--- src/rtl/tpu_pkg.sv ---
// Shared definitions for the TPU instruction path.
// Contents: opcode encodings, instruction field positions, issue FSM state
// encoding and small helpers that decode an instruction word.
package tpu_pkg;

    localparam logic [1:0] OP_NOP   = 2'b00;
    localparam logic [1:0] OP_RUN   = 2'b01;
    localparam logic [1:0] OP_LOAD  = 2'b10;
    localparam logic [1:0] OP_STORE = 2'b11;

    // Instruction word layout: [15:14] opcode, [13] mem sel, [11:10] row,
    // [9:8] col, [7:0] imm.
    localparam int INSTR_W  = 16;
    localparam int OPC_HI   = 15;
    localparam int OPC_LO   = 14;
    localparam int MSEL_BIT = 13;
    localparam int ROW_HI   = 11;
    localparam int ROW_LO   = 10;
    localparam int COL_HI   = 9;
    localparam int COL_LO   = 8;
    localparam int IMM_HI   = 7;
    localparam int IMM_LO   = 0;

    typedef enum logic [1:0] {
        ST_IDLE   = 2'b00,
        ST_SINGLE = 2'b01,
        ST_RUN    = 2'b10
    } issue_state_e;

    // Opcode field of an instruction word.
    function automatic logic [1:0] get_opcode(input logic [INSTR_W-1:0] w);
        return w[OPC_HI:OPC_LO];
    endfunction

    // Hold length of a RUN: imm[3:0], or the default when that nibble is zero.
    function automatic logic [3:0] run_len(input logic [INSTR_W-1:0] w,
                                           input logic [3:0]         dflt);
        return (w[IMM_LO+3:IMM_LO] == 4'd0) ? dflt : w[IMM_LO+3:IMM_LO];
    endfunction

endpackage

--- src/rtl/instr_fifo.sv ---
// Registered instruction FIFO (no bypass): an entry pushed at one edge is
// visible on head_data and poppable from the following edge.
// Ports:
//   clk, rst_n      clock, asynchronous active-low reset
//   flush           synchronous clear of both pointers (wins over push/pop)
//   push, push_data write one entry (ignored when full)
//   pop             drop the head entry (ignored when empty)
//   head_data       oldest entry
//   full, empty     occupancy flags derived from the pointers
module instr_fifo #(
    parameter int DEPTH = 4,
    parameter int WIDTH = 16
) (
    input  logic             clk,
    input  logic             rst_n,
    input  logic             flush,
    input  logic             push,
    input  logic [WIDTH-1:0] push_data,
    input  logic             pop,
    output logic [WIDTH-1:0] head_data,
    output logic             full,
    output logic             empty
);

    localparam int AW = $clog2(DEPTH);

    // Pointers carry one extra wrap bit so full and empty are distinguishable.
    logic [AW:0]      r_wr_ptr;
    logic [AW:0]      r_rd_ptr;
    logic [WIDTH-1:0] r_mem [DEPTH];
    logic             w_do_push;
    logic             w_do_pop;

    assign full      = (r_wr_ptr[AW] != r_rd_ptr[AW]) &&
                       (r_wr_ptr[AW-1:0] == r_rd_ptr[AW-1:0]);
    assign empty     = (r_wr_ptr == r_rd_ptr);
    assign w_do_push = push && !full && !flush;
    assign w_do_pop  = pop && !empty && !flush;
    assign head_data = r_mem[r_rd_ptr[AW-1:0]];

    // Pointer update; flush returns both pointers to zero.
    always_ff @(posedge clk or negedge rst_n) begin
        if (!rst_n) begin
            r_wr_ptr <= '0;
            r_rd_ptr <= '0;
        end else if (flush) begin
            r_wr_ptr <= '0;
            r_rd_ptr <= '0;
        end else begin
            if (w_do_push) begin
                r_wr_ptr <= r_wr_ptr + (AW+1)'(1);
            end
            if (w_do_pop) begin
                r_rd_ptr <= r_rd_ptr + (AW+1)'(1);
            end
        end
    end

    // Storage array, cleared on reset so no stale word can ever reach the head.
    always_ff @(posedge clk or negedge rst_n) begin
        if (!rst_n) begin
            for (int i = 0; i < DEPTH; i++) begin
                r_mem[i] <= '0;
            end
        end else if (w_do_push) begin
            r_mem[r_wr_ptr[AW-1:0]] <= push_data;
        end
    end

endmodule

--- src/rtl/instr_sequencer.sv ---
// Instruction sequencer feeding the TPU control unit.
// Assembles 16-bit instructions from a high-byte-first byte stream, queues
// them in instr_fifo and issues them one at a time on `instruction`. A RUN is
// held for its programmed cycle count; every other opcode lasts one cycle.
// When nothing is issuing the output is NOP (16'h0000).
// Ports:
//   clk, rst_n              clock, asynchronous active-low reset
//   flush                   synchronous clear of FIFO, byte phase and issue
//   byte_in/valid/ready     byte-stream handshake (accept on valid && ready)
//   instruction             registered instruction word to the control unit
//   issue_valid, run_active current issue is FIFO-sourced / is a RUN
//   fifo_full, fifo_empty   FIFO occupancy flags
//   busy                    anything pending or issuing
module instr_sequencer
    import tpu_pkg::*;
#(
    parameter int DEPTH      = 4,
    parameter int RUN_CYCLES = 10
) (
    input  logic        clk,
    input  logic        rst_n,
    input  logic        flush,
    input  logic [7:0]  byte_in,
    input  logic        byte_valid,
    output logic        byte_ready,
    output logic [15:0] instruction,
    output logic        issue_valid,
    output logic        run_active,
    output logic        fifo_full,
    output logic        fifo_empty,
    output logic        busy
);

    localparam logic [3:0] RUN_DFLT = RUN_CYCLES[3:0];

    logic         r_phase;
    logic [7:0]   r_hi;
    issue_state_e r_state;
    issue_state_e w_state_nxt;
    logic [3:0]   r_cnt;
    logic [3:0]   w_cnt_nxt;
    logic [15:0]  r_instr;
    logic [15:0]  w_instr_nxt;
    logic         r_issue_valid;
    logic         r_run_active;
    logic         w_done;
    logic         w_pop;
    logic         w_push;
    logic         w_accept;
    logic         w_full;
    logic         w_empty;
    logic [15:0]  w_head;

    // Ready depends on registered state only, so a pop in this cycle cannot
    // open the handshake until the next one.
    assign byte_ready  = !(r_phase && w_full);
    assign w_accept    = byte_valid && byte_ready;
    assign w_push      = w_accept && r_phase && !flush;

    assign instruction = r_instr;
    assign issue_valid = r_issue_valid;
    assign run_active  = r_run_active;
    assign fifo_full   = w_full;
    assign fifo_empty  = w_empty;
    assign busy        = r_phase || !w_empty || (r_state != ST_IDLE);

    instr_fifo #(
        .DEPTH (DEPTH),
        .WIDTH (16)
    ) u_fifo (
        .clk       (clk),
        .rst_n     (rst_n),
        .flush     (flush),
        .push      (w_push),
        .push_data ({r_hi, byte_in}),
        .pop       (w_pop),
        .head_data (w_head),
        .full      (w_full),
        .empty     (w_empty)
    );

    // Byte assembler: first accepted byte is staged as the high half,
    // the second completes the word and is pushed in the same edge.
    always_ff @(posedge clk or negedge rst_n) begin
        if (!rst_n) begin
            r_phase <= 1'b0;
            r_hi    <= 8'h00;
        end else if (flush) begin
            r_phase <= 1'b0;
            r_hi    <= 8'h00;
        end else if (w_accept) begin
            if (!r_phase) begin
                r_hi    <= byte_in;
                r_phase <= 1'b1;
            end else begin
                r_phase <= 1'b0;
            end
        end else begin
            r_phase <= r_phase;
        end
    end

    // Issue FSM next state: the last cycle of an issue (or idle) pops the next
    // entry directly so consecutive instructions run without a NOP gap.
    always_comb begin
        w_state_nxt = r_state;
        w_cnt_nxt   = r_cnt;
        w_instr_nxt = r_instr;
        w_pop       = 1'b0;

        case (r_state)
            ST_IDLE:   w_done = 1'b1;
            ST_SINGLE: w_done = 1'b1;
            ST_RUN:    w_done = (r_cnt <= 4'd1);
            default:   w_done = 1'b1;
        endcase

        if (flush) begin
            w_state_nxt = ST_IDLE;
            w_cnt_nxt   = 4'd0;
            w_instr_nxt = 16'h0000;
        end else if (w_done) begin
            if (!w_empty) begin
                w_pop       = 1'b1;
                w_instr_nxt = w_head;
                if (get_opcode(w_head) == OP_RUN) begin
                    w_state_nxt = ST_RUN;
                    w_cnt_nxt   = run_len(w_head, RUN_DFLT);
                end else begin
                    w_state_nxt = ST_SINGLE;
                    w_cnt_nxt   = 4'd0;
                end
            end else begin
                w_state_nxt = ST_IDLE;
                w_cnt_nxt   = 4'd0;
                w_instr_nxt = 16'h0000;
            end
        end else begin
            w_cnt_nxt = r_cnt - 4'd1;
        end
    end

    // Issue FSM state and registered issue outputs.
    always_ff @(posedge clk or negedge rst_n) begin
        if (!rst_n) begin
            r_state       <= ST_IDLE;
            r_cnt         <= 4'd0;
            r_instr       <= 16'h0000;
            r_issue_valid <= 1'b0;
            r_run_active  <= 1'b0;
        end else begin
            r_state       <= w_state_nxt;
            r_cnt         <= w_cnt_nxt;
            r_instr       <= w_instr_nxt;
            r_issue_valid <= (w_state_nxt != ST_IDLE);
            r_run_active  <= (w_state_nxt == ST_RUN);
        end
    end

endmodule

--- config.mk ---
export PLATFORM = sky130hd
export DESIGN_NAME = instr_sequencer
export DESIGN_NICKNAME = d
export VERILOG_FILES = /design/src/rtl/tpu_pkg.sv /design/src/rtl/instr_fifo.sv /design/src/rtl/instr_sequencer.sv
export SDC_FILE = /design/constraint.sdc
export NUM_CORES = 1
export LEC_CHECK = 0
export CAP_MARGIN = 10
export CORE_MARGIN = 2
export CORE_UTILIZATION = 40
export DETAILED_ROUTE_END_ITERATION = 12
export HOLD_SLACK_MARGIN = 0.03
export PLACE_DENSITY_LB_ADDON = 0.15
export SKIP_LAST_GASP = 1
export SLEW_MARGIN = 20
export SYNTH_ARGS = -nofsm -noshare
export SYNTH_HDL_FRONTEND = slang
export SYNTH_HIERARCHICAL = 1
export SYNTH_SLANG_ARGS = --single-unit
--- constraint.sdc ---
create_clock -name clk -period 3.9 [get_ports clk]
set_input_delay 0.975 -clock clk [delete_from_list [all_inputs] [get_ports clk]]
set_output_delay 0.975 -clock clk [all_outputs]
set_load 0.01 [all_outputs]
# == Word level (Yosys, flattened, before mapping) ==
# Index checks and enable logic that the tools add are counted.
# op_classes
add_sub_neg,3
n_lt_le_gt_ge,4
reduce_logical,24
mux,32
bitwise_logic,2
n_eq_ne,7
# op_table
op,count
$mux 16,6
$bwmux 64,1
$bmux 16 s2,1
$demux 16 s2,1
$mux 8,3
$mux 4,5
$mux 3,4
$reduce_bool 2->1,6
$logic_and 1x1->1,10
$mux 2,4
$mux 1,7
$add 3x1->3 const B,2
$ge 3x3->1 const B,2
$not 2->3,2
$eq 2x2->1 const B,2
$le 4x1->1 const B,1
$logic_not 1->1,4
$logic_not 4->1,1
$sub 4x1->4 const B,1
$eq 3x3->1,1
$lt 3x1->1 const B,1
$eq 2x1->1 const B,1
$eq 2x2->1,1
$logic_or 1x1->1,2
3 further kinds,3
# word_totals
reg_bits,103
inputBits,12
out_inout_bits,22
wordCells,85

# == Depth between registers and ports, before layout ==
# Gate-level depths: netlist of run 1.
# depth
depth_word,11
ltp_mapped,9

# == Cells and area by module ==
# Netlist of run 1, hierarchy kept.
# by_module_without_submodules
module,seq_area_each_um2,cells_per_inst,area_per_inst_um2,instances
instr_fifo,1751.7,222,3643.5,1
instr_sequencer,825.8,148,1482.7,1

# == Worst setup path after synthesis of run 1 ==
# Ideal clock, no wire load.
# synth_path
path_type,register -> output
start,reg u_fifo.r_rd_ptr[0]
end,out busy
arrival_time_ns,2.140
setup_slack_ns,0.785
stages_incl_launch_ff,6
required_time_ns,2.925
path_buffers,2
path_cell_list,dfrtp_1 > buf_2 > xor2_1 > nor3_1 > clkbuf_1 > or4b_2
# synth_between
elab_chain_len,4
# synth_lines
element,line_no,source
"start, declared",instr_fifo.sv:29,logic [AW:0] r_rd_ptr;
"start signal, assigned",instr_fifo.sv:54,r_rd_ptr <= r_rd_ptr + (AW+1)'(1);
$eq 3x3->1,instr_fifo.sv:36,assign empty = (r_wr_ptr == r_rd_ptr);
via fifo_empty,instr_sequencer.sv:30,"output logic fifo_empty,"
$logic_not 1->1,instr_sequencer.sv:65,assign busy = r_phase || !w_empty || (r_state != ST_IDLE);
$logic_or 1x1->1 (2 in a row),instr_sequencer.sv:65,
"end, declared",instr_sequencer.sv:31,output logic busy
# The timed path passes the listed nets, and every way through them passes these cells.

# == Final worst setup path of run 1 ==
# layout_path
start,reg u_fifo.r_wr_ptr[1]
end,out busy
# layout_between
elab_chain_len,4
# layout_lines
element,line_no,source
"start, declared",instr_fifo.sv:28,logic [AW:0] r_wr_ptr;
"start signal, assigned",instr_fifo.sv:51,r_wr_ptr <= r_wr_ptr + (AW+1)'(1);
$eq 3x3->1,instr_fifo.sv:36,
$logic_not 1->1,instr_sequencer.sv:65,
$logic_or 1x1->1 (2 in a row),instr_sequencer.sv:65,
# No other way between the ends.

==> results of run 1 <==
final timing paths:
check                                    from            endpoint  cells past startpoint  slack, ns
setup / recovery           u_fifo/r_wr_ptr[1]                busy                      4       0.39
hold / removal               u_fifo/r_mem[20]    u_fifo/r_mem[20]                      1       0.50
setup reg to reg           u_fifo/r_wr_ptr[1]    u_fifo/r_mem[15]                      8       0.97
hold reg to reg              u_fifo/r_mem[20]    u_fifo/r_mem[20]                      1       0.50
max in group asynchronous               rst_n  u_fifo/r_rd_ptr[2]                      2       2.52
min in group asynchronous               rst_n     instruction[13]                      1       0.64
logic make-up after synthesis:
logic type               after synthesis
multiplexers                          88
AND/OR/NAND/NOR                       87
adder cells (fa/ha/maj)                7
flip-flops                           103
XOR/XNOR                               8
buffers and inverters                 32
AO/OA/AOI/OAI                         45
registers in the layout (all words and copies together) (netlist names):
register,flops
u_fifo/r_mem,64
instruction,16
r_hi,8
r_cnt,4
u_fifo/r_rd_ptr,3
u_fifo/r_wr_ptr,3
r_state,2
issue_valid,1
r_phase,1
run_active,1
worst max-delay path, cell delays in order, from the launching register on:
cell and delay [ns]:
dfrtp_1 0.59, xor2_1 0.25, nor3_2 0.24, or4b_2 0.59
clkdlybuf4s50_1 0.50
report_power, final:
| part | internal (mW) | switching (mW) |
|---|---|---|
| combinational | 0.247 | 0.244 |
| sequential | 1.14 | 0.0429 |
| clock | 0.439 | 0.409 |
metal layers:
metal,global-route usage,vias up,part of all wire
li1,-,1417,-
met1,0.252,1546,0.50
met2,0.252,38,0.45
met3,0.0252,14,0.026
met4,0.0659,0,0.017
met5,0,-,0
layout by cell type (no fill, tap or decap), types with 4 or more instances in the layout:
| cell type | count |
|---|---|
| inv_1 | 8 |
| xor2_1 | 4 |
| ha_1 | 7 |
| buf_4 | 17 |
| dfrtp_1 | 103 |
| mux4_2 | 16 |
| o211ai_1 | 4 |
| mux2_4 | 40 |
| o21ai_0 | 5 |
| clkdlybuf4s50_1 | 31 |
| nand3_1 | 7 |
| nand2_1 | 23 |
| nand3b_1 | 17 |
| mux2i_1 | 8 |
| nor3_1 | 5 |
| nor2_1 | 14 |
| a21oi_1 | 21 |
| nor2b_1 | 4 |
| clkbuf_16 | 9 |
| mux2_2 | 24 |
| nand4_1 | 5 |
layout make-up:
type,instances,area [µm²],area share
flip-flops and latches,103,2580,0.438
multi-input cells,235,2340,0.398
repair buffers,49,443,0.0753
clock buffers,11,233,0.0396
well taps,172,215,0.0366
clock inverters,5,42.5,0.00723
inverters,8,30.0,0.00511
through the flow:
step / power [mW] / hold slack (ns)
finish: 2.52 / 0.504
global route: 2.64 / 0.522
CTS: 2.54 / 0.508
detailed placement: 1.69 / 0.489
global placement: 1.69 / 0.484
floorplan: 1.51 / 0.475
==> metrics.csv, run 1 <==
stage;metric;value;unit
sta;RSZ-0062 raised after global routing;no;
cts;H-tree Lvls;3;
sta;Final Skew;0.0135;ns
cts;clock tree buffer depth;2;
flow_run;Maximum Capacitance Violations;0;
layout;nets;425;
synth;Synth top cells by count;dfrtp_1, mux2_4, mux2_2;
die;Core Region;12600;µm²
cts;Post-CTS Hold Buffers;0;
cts;post_cts resized;0;
route;vias post-DR;3015;
power_and_ir_drop;worst-case vdd ir drop;0.195;mV
critical_path;endpoint type of the worst setup path;primary output;
synth;main combinational cell family by area after synthesis;multiplexers;
global_route;vias in the first global route;3067;
synth;Post-Syn Area per Cell;13.9;µm²
placed_design;Placer Congestion;0.764;
die;IO Pins;34;
synth;Synth area leader;dfrtp_1;
placed_design;DP HPWL;6700;µm
route;Antenna Nets Post-Route;0;
critical_path;worst-path fanout max;9;
synth;asr flop ratio synth;1.00;
layout;FILL cells;1140;
power_and_ir_drop;PD cells;429;nW/µm²
sta;final hold violations;0;
route;WL/cell;18.0;µm
global_route;GRT Util Overall;0.170;
layout;Final Util;0.468;
placed_design;Place WS;0.739;ns
synth;Cell Area, Synth;5130;µm²
die;Row Count;41;
synth;library cells used by synthesis;47;
layout;Inserted Diodes;0;
synth;Synth Instances;370;
status;status;complete, no violations;
sta;Tcrit/Tclk final;0.899;
sta;Slew Limit Headroom;0.454;
sta;setup ws final;0.395;ns
critical_path;CP required;2.92;ns
synth;mux contribution to synthesized area;0.256;
die;die height;117;µm
synth;Compound-Gate Fraction of Synth Area;0.0681;
global_route;first-pass GRT wire length;17300;µm
synth;sequential-to-total area share from yosys stat;0.503;
min_path;class of the worst hold path;reg -> reg;
cts;clock slew at reported path FFs;0.07;ns
layout;post-route cell area;5880;µm²
die;die area;13700;µm²
layout;Final Non-Filler Cells;583;
die;Starting Density;0.408;
route;DRC errors left;0;
synth;ranking of synthesized cells by area;dfrtp_1, mux2_4, mux4_2;
sta;Final Max Tran Viols;0;
sta;Slew @ Worst Pin;0.819;ns
sta;Period minus WS final;3.51;ns
route;1st-iter DRT viols;231;
global_route;grt ovf;0;
layout;layout cells sized above 1;0.297;
critical_path;kind of critical path;reg -> out;
synth;post-synthesis simple-gate area fraction;0.0920;
critical_path;CP Launch Type;flip-flop;
critical_path;WP data arrival;2.53;ns
synth;xor/xnor share of the synthesized area;0.0210;
route;detailed-route wire length;10500;µm
synth;top cell type's share of synthesized area;0.503;
cts;clock insertion delay at the later pin of the skew report;0.35;ns
layout;Layout area overhead;14.7;%
route;TritonRoute pass-1 iters;4;
placed_design;Placed Cells;567;
sta;Final setup viols;0;
synth;adder-cell area share of the yosys netlist;0.0171;
die;die width;117;µm
synth;Post-Syn Nets;389;
route;Vias per Instance;5.17;
global_route;largest net degree at the start of global routing;51;
synth;cell with the most instances after synthesis;dfrtp_1;
placed_design;placed inst area;5610;µm²
sta;setup TNS;0;ns
cts;CTS tree;yes;
power_and_ir_drop;leakage;2.53;nW
synth;Yosys warning count;6;
placed_design;port buffer count;33;
global_route;initial antenna violation count;0;
synth;Post-synth EDFFs;0;
cts;Root Driver;clkbuf_16;
cts;setup bufs post-CTS;0;
synth;#FFs+latches synth;103;
sta;fmax;0.285;GHz
synth;Main synth FF type;dfrtp_1;
cts;# clock sinks;103;
cts;total CTS buffers;9;
Power figures use the tool's default switching activity.
==> run 2: changes to the inputs <==
--- a/config.mk
+++ b/config.mk
@@ -10,7 +10,6 @@
 export CORE_UTILIZATION = 40
 export DETAILED_ROUTE_END_ITERATION = 12
 export HOLD_SLACK_MARGIN = 0.03
-export PLACE_DENSITY_LB_ADDON = 0.15
 export SKIP_LAST_GASP = 1
 export SLEW_MARGIN = 20
 export SYNTH_ARGS = -nofsm -noshare
==> run 2 against run 1 <==
Compared with the run above:
- design area grew 0.45%
- clock skew shrank 0.0060 ns
- clock power grew 11%
- register-to-register slack gained 0.06 ns
- critical path type unchanged
- largest power group unchanged
==> metrics.csv, run 2 (synthesized netlist as in run 1, its figures left out) <==
stage;metric;value;unit;change
route;metal1 wirelength;5060;µm;was 5270 µm
power_and_ir_drop;total power;2.61;mW;was 2.52 mW
critical_path;CP Launch Type;flip-flop;;unchanged
route;Antenna Nets Post-Route;0;;unchanged
cts;Root Driver;clkbuf_16;;unchanged
status;status;complete, no violations;;unchanged
die;die width;117;µm;unchanged
sta;Slew @ Worst Pin;0.829;ns;was 0.819 ns
power_and_ir_drop;switching share of power;0.262;;was 0.276
critical_path;endpoint type of the worst setup path;primary output;;unchanged
route;detailed-route wire length;10400;µm;was 10,500 µm
cts;# clock sinks;103;;unchanged
cts;total CTS buffers;9;;unchanged
power_and_ir_drop;leakage;2.55;nW;was 2.53 nW
cts;clock insertion delay at the later pin of the skew report;0.34;ns;was 0.35 ns
sta;Slew Limit Headroom;0.448;;was 0.454
global_route;vias in the first global route;3099;;was 3,067
sta;fmax;0.288;GHz;was 0.285 GHz
layout;nets;423;;was 425
layout;Inserted Diodes;0;;unchanged
route;metal2 WL;4880;µm;was 4770 µm
power_and_ir_drop;worst-case vdd ir drop;0.184;mV;was 0.195 mV
layout;layout cells sized above 1;0.298;;was 0.297
global_route;largest net degree at the start of global routing;63;;was 51
cts;Post-CTS Hold Buffers;0;;unchanged
layout;Layout area overhead;15.2;%;was 14.7%
cts;CTS tree;yes;;unchanged
placed_design;DP HPWL;6650;µm;was 6700 µm
sta;Final Skew;0.00755;ns;was 0.0135 ns
power_and_ir_drop;PD cells;441;nW/µm²;was 429 nW/µm²
cts;setup bufs post-CTS;0;;unchanged
critical_path;WP data arrival;2.50;ns;was 2.53 ns
die;IO Pins;34;;unchanged
sta;Period minus WS final;3.48;ns;was 3.51 ns
route;TritonRoute pass-1 iters;4;;unchanged
cts;post_cts resized;0;;unchanged
route;met3 WL;352;µm;was 278 µm
power_and_ir_drop;NetSw;0.683;mW;was 0.696 mW
die;Core Region;12600;µm²;unchanged
cts;H-tree Lvls;3;;unchanged
cts;clock slew at reported path FFs;0.07;ns;about the same
global_route;initial antenna violation count;0;;unchanged
layout;FILL cells;1111;;was 1,140
global_route;first-pass GRT wire length;17200;µm;was 17,300 µm
layout;max reg flops;64;;unchanged
global_route;GRT Util Overall;0.166;;was 0.170
power_and_ir_drop;Clock Power Share;0.361;;was 0.337
route;Vias per Instance;5.25;;was 5.17
critical_path;CP required;2.92;ns;about the same
placed_design;port buffer count;33;;unchanged
sta;Final setup viols;0;;unchanged
placed_design;Placer Congestion;0.786;;was 0.764
die;die area;13700;µm²;unchanged
route;WL/cell;17.9;µm;was 18.0 µm
route;1st-iter DRT viols;231;;unchanged
layout;most flop-heavy register;u_fifo/r_mem;;unchanged
layout;Final Util;0.470;;was 0.468
route;Top Metal Used;met4;;unchanged
power_and_ir_drop;sequential power share;0.453;;was 0.469
sta;setup ws final;0.423;ns;was 0.395 ns
critical_path;kind of critical path;reg -> out;;unchanged
sta;Final Max Tran Viols;0;;unchanged
layout;most common cell after layout, fill and taps aside;dfrtp_1;;unchanged
cts;clock tree buffer depth;2;;unchanged
route;DRC errors left;0;;unchanged
die;Starting Density;0.408;;unchanged
placed_design;Place WS;0.755;ns;was 0.739 ns
sta;RSZ-0062 raised after global routing;no;;unchanged
power_and_ir_drop;Int Pwr;1.92;mW;was 1.82 mW
sta;final hold violations;0;;unchanged
min_path;class of the worst hold path;reg -> reg;;unchanged
die;Row Count;41;;unchanged
sta;setup TNS;0;ns;unchanged
critical_path;worst-path fanout max;9;;unchanged
sta;Tcrit/Tclk final;0.891;;was 0.899
layout;commonest non-fill, non-tap cells in the layout;dfrtp_1, mux2_4, clkdlybuf4s50_1, mux2_2, nand2_1;;unchanged
route;vias post-DR;3049;;was 3,015
global_route;grt ovf;0;;unchanged
sta;tightest hold margin;0.506;ns;was 0.504 ns
die;die height;117;µm;unchanged
flow_run;Maximum Capacitance Violations;0;;unchanged
power_and_ir_drop;combinational power share;0.185;;was 0.195
-- run 2: final timing paths --
path                                    start               end  slack [ns]  cells after the start
max in group asynchronous               rst_n  u_fifo/r_mem[26]        2.36                      2
min reg2reg                  u_fifo/r_mem[48]  u_fifo/r_mem[48]        0.51                      1
min in group asynchronous               rst_n  u_fifo/r_mem[22]        0.71                      1
min                          u_fifo/r_mem[48]  u_fifo/r_mem[48]        0.51                      1
max                        u_fifo/r_wr_ptr[1]              busy        0.42                      4
max reg2reg                u_fifo/r_wr_ptr[1]   u_fifo/r_mem[3]        1.03                      8
-- run 2: cell type report --
type	count	area [µm²]	area share
Multi-Input combinational cell	235	2340	0.396
Sequential cell	103	2580	0.436
Inverter	8	30.0	0.00508
Timing Repair Buffer	47	428	0.0724
Clock buffer	11	253	0.0428
Clock inverter	5	63.8	0.0108
Tap cell	172	215	0.0364
-- run 2: power by group through the flow --
stage	combinational (mW)	clock, mW	sequential [mW]
final	0.483	0.942	1.18
after global routing	0.524	1.01	1.19
after CTS	0.492	0.969	1.18
after detailed placement	0.492	0	1.20
after global placement	0.485	0	1.20
after floorplan	0.320	0	1.19
-- run 2: critical path: stages, from the launching register on --
cell	delay (ns)
dfrtp_1	0.57
xor2_1	0.24
nor3_2	0.25
or4b_2	0.60
clkdlybuf4s50_1	0.50
-- run 2: layer usage --
| metal | global-route usage | vias up |
|---|---|---|
| met4 | 0.0596 | 0 |
| met1 | 0.241 | 1569 |
| met5 | 0 | - |
| li1 | - | 1418 |
| met2 | 0.253 | 52 |
| met3 | 0.0283 | 10 |
-- run 2: through the flow --
step	area (µm²)	cells
final	5910	581
after detailed placement	5590	565
after global placement	5590	565
after CTS	5910	581
after global routing	5910	581
after floorplan	5130	370
==> run 3: changes to the inputs <==
--- a/config.mk
+++ b/config.mk
@@ -5,9 +5,10 @@
 export SDC_FILE = /design/constraint.sdc
 export NUM_CORES = 1
 export LEC_CHECK = 0
-export CAP_MARGIN = 10
+export CAP_MARGIN = 25
 export CORE_MARGIN = 2
 export CORE_UTILIZATION = 40
+export CTS_CLUSTER_SIZE = 25
 export DETAILED_ROUTE_END_ITERATION = 12
 export HOLD_SLACK_MARGIN = 0.03
 export SKIP_LAST_GASP = 1
==> results of run 3 <==
No change in the layout: final DEF, timing and power equal those of run 2.
